--- src/rtl/mem_port_arbiter_if.sv ---
// rtl/mem_port_arbiter_if.sv - IF/MEM request ports and shared pmem port bundle
//
// Purpose: groups the two datapath-side memory ports and the shared
// physical-memory port into one bundle.
//   master : environment view (datapath requesters + pmem model)
//   slave  : arbiter view
// Signals:
//   instr_mem_read/address -> req, instr_mem_rdata/resp <- resp
//   data_mem_read/write/mbe/address/wdata -> req, data_mem_rdata/resp <- resp
//   pmem_read/write/mbe/address/wdata <- arbiter, pmem_rdata/resp -> arbiter
interface mem_port_arbiter_if #(
  parameter int ADDR_W = 32,
  parameter int DATA_W = 32
);
  localparam int MBE_W = DATA_W / 8;

  logic              instr_mem_read;
  logic [ADDR_W-1:0] instr_mem_address;
  logic [DATA_W-1:0] instr_mem_rdata;
  logic              instr_mem_resp;

  logic              data_mem_read;
  logic              data_mem_write;
  logic [MBE_W-1:0]  data_mem_mbe;
  logic [ADDR_W-1:0] data_mem_address;
  logic [DATA_W-1:0] data_mem_wdata;
  logic [DATA_W-1:0] data_mem_rdata;
  logic              data_mem_resp;

  logic              pmem_read;
  logic              pmem_write;
  logic [MBE_W-1:0]  pmem_mbe;
  logic [ADDR_W-1:0] pmem_address;
  logic [DATA_W-1:0] pmem_wdata;
  logic [DATA_W-1:0] pmem_rdata;
  logic              pmem_resp;

  modport master (
    output instr_mem_read, instr_mem_address,
    input  instr_mem_rdata, instr_mem_resp,
    output data_mem_read, data_mem_write, data_mem_mbe, data_mem_address, data_mem_wdata,
    input  data_mem_rdata, data_mem_resp,
    input  pmem_read, pmem_write, pmem_mbe, pmem_address, pmem_wdata,
    output pmem_rdata, pmem_resp
  );

  modport slave (
    input  instr_mem_read, instr_mem_address,
    output instr_mem_rdata, instr_mem_resp,
    input  data_mem_read, data_mem_write, data_mem_mbe, data_mem_address, data_mem_wdata,
    output data_mem_rdata, data_mem_resp,
    output pmem_read, pmem_write, pmem_mbe, pmem_address, pmem_wdata,
    input  pmem_rdata, pmem_resp
  );
endinterface

--- src/rtl/mem_port_arbiter.sv ---
// rtl/mem_port_arbiter.sv - serialises IF and MEM memory ports onto one pmem port
//
// Purpose: accepts requests from the instruction-fetch and data ports, runs
// one transaction at a time on the shared pmem port and returns a one-cycle
// resp pulse with read data to the port that asked. Contention alternates.
// Ports:
//   clk  : clock, all state on rising edge
//   rst  : synchronous reset, active-high
//   bus  : mem_port_arbiter_if.slave (request ports + shared pmem port)
module mem_port_arbiter #(
  parameter int ADDR_W = 32,
  parameter int DATA_W = 32
) (
  input  logic                  clk,
  input  logic                  rst,
  mem_port_arbiter_if.slave     bus
);
  localparam int MBE_W = DATA_W / 8;

  typedef enum logic [2:0] {
    IDLE,
    SERVE_I,
    SERVE_D,
    RESP_I,
    RESP_D
  } state_e;

  state_e            state_q,     state_d;
  logic              last_d_q,    last_d_d;   // 1: most recent grant went to D
  logic [ADDR_W-1:0] addr_q,      addr_d;
  logic [DATA_W-1:0] wdata_q,     wdata_d;
  logic [MBE_W-1:0]  mbe_q,       mbe_d;
  logic              write_q,     write_d;
  logic [DATA_W-1:0] i_rdata_q,   i_rdata_d;
  logic [DATA_W-1:0] d_rdata_q,   d_rdata_d;

  logic i_req;
  logic d_req;
  logic serving;

  assign i_req = bus.instr_mem_read;
  assign d_req = bus.data_mem_read | bus.data_mem_write;

  always_comb begin
    state_d   = state_q;
    last_d_d  = last_d_q;
    addr_d    = addr_q;
    wdata_d   = wdata_q;
    mbe_d     = mbe_q;
    write_d   = write_q;
    i_rdata_d = i_rdata_q;
    d_rdata_d = d_rdata_q;

    case (state_q)
      IDLE: begin
        // D wins a tie unless it also won the previous grant.
        if (d_req && (!i_req || !last_d_q)) begin
          state_d  = SERVE_D;
          last_d_d = 1'b1;
          addr_d   = bus.data_mem_address & ~ADDR_W'(3);
          wdata_d  = bus.data_mem_wdata;
          // read+write together is a write
          write_d  = bus.data_mem_write;
          mbe_d    = bus.data_mem_write ? bus.data_mem_mbe : '1;
        end else if (i_req) begin
          state_d  = SERVE_I;
          last_d_d = 1'b0;
          addr_d   = bus.instr_mem_address & ~ADDR_W'(3);
          wdata_d  = '0;
          write_d  = 1'b0;
          mbe_d    = '1;
        end
      end
      SERVE_I: begin
        if (bus.pmem_resp) begin
          i_rdata_d = bus.pmem_rdata;
          state_d   = RESP_I;
        end
      end
      SERVE_D: begin
        if (bus.pmem_resp) begin
          if (!write_q) begin
            d_rdata_d = bus.pmem_rdata;
          end
          state_d = RESP_D;
        end
      end
      RESP_I, RESP_D: state_d = IDLE;
      default:        state_d = IDLE;
    endcase
  end

  always_ff @(posedge clk) begin
    if (rst) begin
      state_q   <= IDLE;
      last_d_q  <= 1'b0;
      addr_q    <= '0;
      wdata_q   <= '0;
      mbe_q     <= '0;
      write_q   <= 1'b0;
      i_rdata_q <= '0;
      d_rdata_q <= '0;
    end else begin
      state_q   <= state_d;
      last_d_q  <= last_d_d;
      addr_q    <= addr_d;
      wdata_q   <= wdata_d;
      mbe_q     <= mbe_d;
      write_q   <= write_d;
      i_rdata_q <= i_rdata_d;
      d_rdata_q <= d_rdata_d;
    end
  end

  // pmem side is driven purely from state and request registers, so it
  // cannot glitch with requester inputs and is quiet outside SERVE_x.
  assign serving          = (state_q == SERVE_I) || (state_q == SERVE_D);
  assign bus.pmem_read    = serving & ~write_q;
  assign bus.pmem_write   = serving &  write_q;
  assign bus.pmem_mbe     = serving ? mbe_q   : '0;
  assign bus.pmem_address = serving ? addr_q  : '0;
  assign bus.pmem_wdata   = serving ? wdata_q : '0;

  assign bus.instr_mem_resp  = (state_q == RESP_I);
  assign bus.instr_mem_rdata = i_rdata_q;
  assign bus.data_mem_resp   = (state_q == RESP_D);
  assign bus.data_mem_rdata  = d_rdata_q;
endmodule
--- src/flat_wrapper.sv ---
// flat-port wrapper written by rule: the top's interface ports become plain ports
module mem_port_arbiter_flat 
#(
  parameter int ADDR_W = 32,
  parameter int DATA_W = 32
)
  (clk, rst, bus_instr_mem_read, bus_instr_mem_address, bus_instr_mem_rdata, bus_instr_mem_resp, bus_data_mem_read, bus_data_mem_write, bus_data_mem_mbe, bus_data_mem_address, bus_data_mem_wdata, bus_data_mem_rdata, bus_data_mem_resp, bus_pmem_read, bus_pmem_write, bus_pmem_mbe, bus_pmem_address, bus_pmem_wdata, bus_pmem_rdata, bus_pmem_resp);
  mem_port_arbiter_if #(.ADDR_W(ADDR_W), .DATA_W(DATA_W)) bus_i ();
  input  logic clk;
  input  logic rst;
  input wire logic [$bits(bus_i.instr_mem_read)-1:0] bus_instr_mem_read;
  input wire logic [$bits(bus_i.instr_mem_address)-1:0] bus_instr_mem_address;
  output wire logic [$bits(bus_i.instr_mem_rdata)-1:0] bus_instr_mem_rdata;
  output wire logic [$bits(bus_i.instr_mem_resp)-1:0] bus_instr_mem_resp;
  input wire logic [$bits(bus_i.data_mem_read)-1:0] bus_data_mem_read;
  input wire logic [$bits(bus_i.data_mem_write)-1:0] bus_data_mem_write;
  input wire logic [$bits(bus_i.data_mem_mbe)-1:0] bus_data_mem_mbe;
  input wire logic [$bits(bus_i.data_mem_address)-1:0] bus_data_mem_address;
  input wire logic [$bits(bus_i.data_mem_wdata)-1:0] bus_data_mem_wdata;
  output wire logic [$bits(bus_i.data_mem_rdata)-1:0] bus_data_mem_rdata;
  output wire logic [$bits(bus_i.data_mem_resp)-1:0] bus_data_mem_resp;
  output wire logic [$bits(bus_i.pmem_read)-1:0] bus_pmem_read;
  output wire logic [$bits(bus_i.pmem_write)-1:0] bus_pmem_write;
  output wire logic [$bits(bus_i.pmem_mbe)-1:0] bus_pmem_mbe;
  output wire logic [$bits(bus_i.pmem_address)-1:0] bus_pmem_address;
  output wire logic [$bits(bus_i.pmem_wdata)-1:0] bus_pmem_wdata;
  input wire logic [$bits(bus_i.pmem_rdata)-1:0] bus_pmem_rdata;
  input wire logic [$bits(bus_i.pmem_resp)-1:0] bus_pmem_resp;
  assign bus_i.instr_mem_read = bus_instr_mem_read;
  assign bus_i.instr_mem_address = bus_instr_mem_address;
  assign bus_instr_mem_rdata = bus_i.instr_mem_rdata;
  assign bus_instr_mem_resp = bus_i.instr_mem_resp;
  assign bus_i.data_mem_read = bus_data_mem_read;
  assign bus_i.data_mem_write = bus_data_mem_write;
  assign bus_i.data_mem_mbe = bus_data_mem_mbe;
  assign bus_i.data_mem_address = bus_data_mem_address;
  assign bus_i.data_mem_wdata = bus_data_mem_wdata;
  assign bus_data_mem_rdata = bus_i.data_mem_rdata;
  assign bus_data_mem_resp = bus_i.data_mem_resp;
  assign bus_pmem_read = bus_i.pmem_read;
  assign bus_pmem_write = bus_i.pmem_write;
  assign bus_pmem_mbe = bus_i.pmem_mbe;
  assign bus_pmem_address = bus_i.pmem_address;
  assign bus_pmem_wdata = bus_i.pmem_wdata;
  assign bus_i.pmem_rdata = bus_pmem_rdata;
  assign bus_i.pmem_resp = bus_pmem_resp;
  mem_port_arbiter #(.ADDR_W(ADDR_W), .DATA_W(DATA_W)) u_core (.clk(clk), .rst(rst), .bus(bus_i));
endmodule
--- config.mk ---
export PLATFORM = sky130hd
export DESIGN_NAME = mem_port_arbiter_flat
export DESIGN_NICKNAME = d
export VERILOG_FILES = /design/src/rtl/mem_port_arbiter_if.sv /design/src/rtl/mem_port_arbiter.sv /design/src/flat_wrapper.sv
export SDC_FILE = /design/constraint.sdc
export NUM_CORES = 1
export LEC_CHECK = 0
export CAP_MARGIN = 20
export CORE_MARGIN = 3
export CORE_UTILIZATION = 44
export CTS_BUF_LIST = sky130_fd_sc_hd__clkbuf_8 sky130_fd_sc_hd__clkbuf_16
export DETAILED_ROUTE_END_ITERATION = 10
export PLACE_DENSITY_LB_ADDON = 0.1
export SYNTH_ARGS = -nofsm -noshare
export SYNTH_HDL_FRONTEND = slang
export SYNTH_SLANG_ARGS = --single-unit
--- constraint.sdc ---
create_clock -name clk -period 3.2 [get_ports clk]
set_clock_uncertainty 0.2 [all_clocks]
set_input_delay 0.32 -clock clk [delete_from_list [all_inputs] [get_ports clk]]
set_output_delay 0.32 -clock clk [all_outputs]
set_load 0.03 [all_outputs]
==> out/qor.csv <==
stage,metric,value,unit
run_status,status,"complete, no violations",
clocking,clock transition at the register clock pins on the worst setup and hold paths after CTS,0.05,ns
critical_path,data arrival time at the worst-slack endpoint,2.39,ns
critical_path,largest fanout on the critical path,66,
placed_design,estimated wirelength of the detail-placed design,13.6,mm
placed_design,Final GP Congestion,0.811,
sta,relative max-transition margin,27.9,%
yosys,cell type with the highest aggregate area in the netlist,sky130_fd_sc_hd__dfxtp_1,
yosys,post-synthesis instance total,724,
floorplanning,CORE AREA,12700,um^2
yosys,share of the yosys chip area belonging to registers,47.0,%
power,Peak supply drop,0.000333,V
floorplanning,chip width,120,um
clocking,TritonCTS clock tree,built,
run,total of max-cap violations,0,
cells_and_area,area grow syn2layout,58.1,%
sta,final setup fails,0,
sta,Total Neg Setup Slack,0,ns
yosys,Async SR Flop Fraction,0,%
clocking,number of buffers created by CTS,17,
critical_path,type of element capturing the critical path,primary output,
critical_path,cell class contributing the biggest share of worst-path delay,buffers and inverters,
floorplanning,DIE HEIGHT,120,um
placed_design,number of buffers inserted by port buffering,267,
yosys,biggest area contributors in the synthesized netlist,"sky130_fd_sc_hd__dfxtp_1 (47%), sky130_fd_sc_hd__a21oi_1 (11%), sky130_fd_sc_hd__nand2_1 (8.2%)",
critical_path,CP peak stage delay,0.70,ns
clocking,Sinks on Clock Net,135,
placed_design,placed cell areas,8480,um^2
power,overall power after layout,5.14,mW
route,detail-routed net length per standard cell,17.7,um
global_route,first-pass GRT wire length,31.0,mm
sta,worst hold slack after final layout,0.250,ns
sta,crit path time final,2.91,ns
global_route,largest net degree at the start of global routing,67,
cells_and_area,fraction of final layout cells with drive strength greater than 1,6.54,%
sta,slew of the pin with the lowest slew margin,1.08,ns
clocking,CTS HTree Levels,4,
route,vias per cell,5.46,
yosys,most common cell in the synthesized netlist,sky130_fd_sc_hd__dfxtp_1,
yosys,top-area cell type share of the netlist area,47.0,%
route,first-iteration detailed-routing DRC count,445,
global_route,initial antenna violation count,1,
clocking,Clk Tree Root Cell,sky130_fd_sc_hd__clkbuf_16,
sta,setup repair after global routing missed its margin,false,
clocking,number of setup buffers added after CTS,0,
yosys,mean area per synthesized cell,7.93,um^2
critical_path,startpoint of the most critical register-to-register path,u_core.state_q[2],
global_route,global-route usage over all layers,26.5,%
critical_path,critical path startpoint,u_core.state_q[1],
yosys,yosys synthesis warning count,0,
sta,Max Clk Rate,344,MHz
critical_path,buffer and inverter count on the worst path,2,
global_route,via count of the first global-routing pass,6177,
cells_and_area,filler cell count,1004,
floorplanning,effective utilization at floorplan,45.3,%
sta,"Hold Violations, Final",0,
power,pwr/cell area,566,nW/um^2
global_route,Overflow after GRT,0,
critical_path,crit-path cells,xnor2_1 > nor2_4 > buf_12 > and2_1 > clkdlybuf4s50_1,
critical_path,critical-path cell with the highest stage delay,sky130_fd_sc_hd__clkdlybuf4s50_1,
clocking,worst skew pair latency,0.41,ns
critical_path,startpoint types,flop,
yosys,Post-Synthesis Cell Area,5740,um^2
min_path,worst hold-check path type,flop to flop,
route,count of unresolved DRC violations after routing,0,
power,LEAKAGE,3.24,nW
floorplanning,IO Count,274,
yosys,Most used DFF post-synth,sky130_fd_sc_hd__dfxtp_1,
clocking,number of buffers inserted for hold repair after clock tree synthesis,0,
sta,fraction of the cycle the final worst path needs,90.9,%
yosys,Synth cell types,34,
route,total wire length after detailed routing,20.1,mm
floorplanning,die area,14500,um^2
clocking,maximum count of clock buffers along a single path,2,
route,Initial DRT Pass Iterations,5,
sta,final slew viol count,0,
yosys,list of most frequent post-synthesis cells,"sky130_fd_sc_hd__dfxtp_1 (135), sky130_fd_sc_hd__a21oi_1 (129), sky130_fd_sc_hd__nand2_1 (126)",
critical_path,data required time of the worst path,2.68,ns
critical_path,critical setup path kind,flop to primary output,
yosys,number of enable flip-flop cells after synthesis,0,
route,Vias,6203,
route,residual antenna-violating net count after detailed routing,0,
yosys,register bit count reported by yosys,135,
cells_and_area,Final Net Count,1089,
floorplanning,Std-Cell Rows,41,
min_path,beginning of the worst hold path,u_core.bus.instr_mem_rdata[8],
cells_and_area,"Design Area, Final",9080,um^2
==> final cells by class <==
class	instances	area (um^2)	share of cell area, %
repair buffers	284	2820	31.1
multi-input cells	511	2740	30.1
diodes	1	2.50	0.0276
flip-flops and latches	135	2710	29.8
clock inverters	9	98.8	1.09
inverters	2	7.51	0.0827
well taps	172	215	2.37
clock buffers	22	494	5.44
==> cell families (layout without fill, tap and decap cells) <==
kind of cell    after synthesis  count (layout)  share of synthesized area [%]
flops                       135             135                           47.0
simple gates                274             274                           23.4
compound gates              234             234                           23.1
other cells                   1               3                         0.0653
buf+inv                      79             317                           6.27
xor+xnor                      1               1                          0.153
==> report_power, final <==
| group | switching, mW | internal [mW] |
|---|---|---|
| clock network | 0.697 | 1.24 |
| logic | 0.741 | 0.547 |
| registers | 0.0853 | 1.84 |
==> worst paths after layout <==
path                                     to  slack (ns)  cells after the start
max                         bus_pmem_mbe[0]        0.29                      5
min           u_core.bus.instr_mem_rdata[8]        0.25                      2
max reg2reg  u_core.bus.instr_mem_rdata[27]        1.09                      4
min reg2reg   u_core.bus.instr_mem_rdata[8]        0.25                      2
==> worst register-to-register path: stages (launching register included) <==
cell and delay, ns:
sky130_fd_sc_hd__dfxtp_1 0.68, sky130_fd_sc_hd__nand4bb_1 0.53, sky130_fd_sc_hd__buf_4 0.38, sky130_fd_sc_hd__nand2_1 0.10
sky130_fd_sc_hd__a21oi_1 0.15
==> state kept, by name, summed over array words and instances (netlist names) <==
signal	cells
u_core.last_d_q	1
u_core.state_q	3
u_core.wdata_q	32
u_core.bus.instr_mem_rdata	32
u_core.mbe_q	4
u_core.addr_q	30
u_core.write_q	1
u_core.bus.data_mem_rdata	32
==> cell usage in the layout, fill, tap and decap left out, types with 2 or more instances in the layout <==
cell,instances
sky130_fd_sc_hd__clkdlybuf4s50_1,265
sky130_fd_sc_hd__dfxtp_1,133
sky130_fd_sc_hd__a21oi_1,129
sky130_fd_sc_hd__nand2_1,126
sky130_fd_sc_hd__and2_1,66
sky130_fd_sc_hd__nand3_1,65
sky130_fd_sc_hd__o21ai_0,60
sky130_fd_sc_hd__a311oi_1,30
sky130_fd_sc_hd__clkbuf_16,17
sky130_fd_sc_hd__buf_4,17
sky130_fd_sc_hd__o21ai_1,6
sky130_fd_sc_hd__clkbuf_8,5
sky130_fd_sc_hd__o221a_2,4
sky130_fd_sc_hd__clkinv_2,4
sky130_fd_sc_hd__inv_1,3
sky130_fd_sc_hd__nor3_1,2
sky130_fd_sc_hd__nor2_1,2
sky130_fd_sc_hd__nand4bb_1,2
sky130_fd_sc_hd__nor3_4,2
sky130_fd_sc_hd__or3_1,2
sky130_fd_sc_hd__conb_1,2
sky130_fd_sc_hd__clkinvlp_4,2
sky130_fd_sc_hd__bufinv_16,2
sky130_fd_sc_hd__buf_12,2
sky130_fd_sc_hd__dfxtp_2,2
==> per-stage QoR <==
step,utilization (%),instances,setup WS (ns)
3_5_place_dp,66.9,1104,0.514
3_3_place_gp,66.9,1104,0.574
4_1_cts,71.6,1135,0.0554
6_report,71.7,1136,0.291
5_1_grt,71.7,1136,0.169
2_1_floorplan,-,725,1.27
==> per-layer routing <==
layer / GRT usage (%) / share of wire, % / up-vias
li1: - / - / 2965
met1: 29.5 / 39 / 2927
met2: 46.4 / 49 / 272
met3: 9.78 / 9.8 / 39
met4: 9.63 / 2.6 / 0
met5: 0 / 0 / -
==> what timing repair did <==
item / in CTS / in global routing
endpoints found under the setup margin: 0 / 61
endpoints found under the hold margin: 0 / 0
resized for setup: 0 / 2
(Power assumes the default switching activity.)
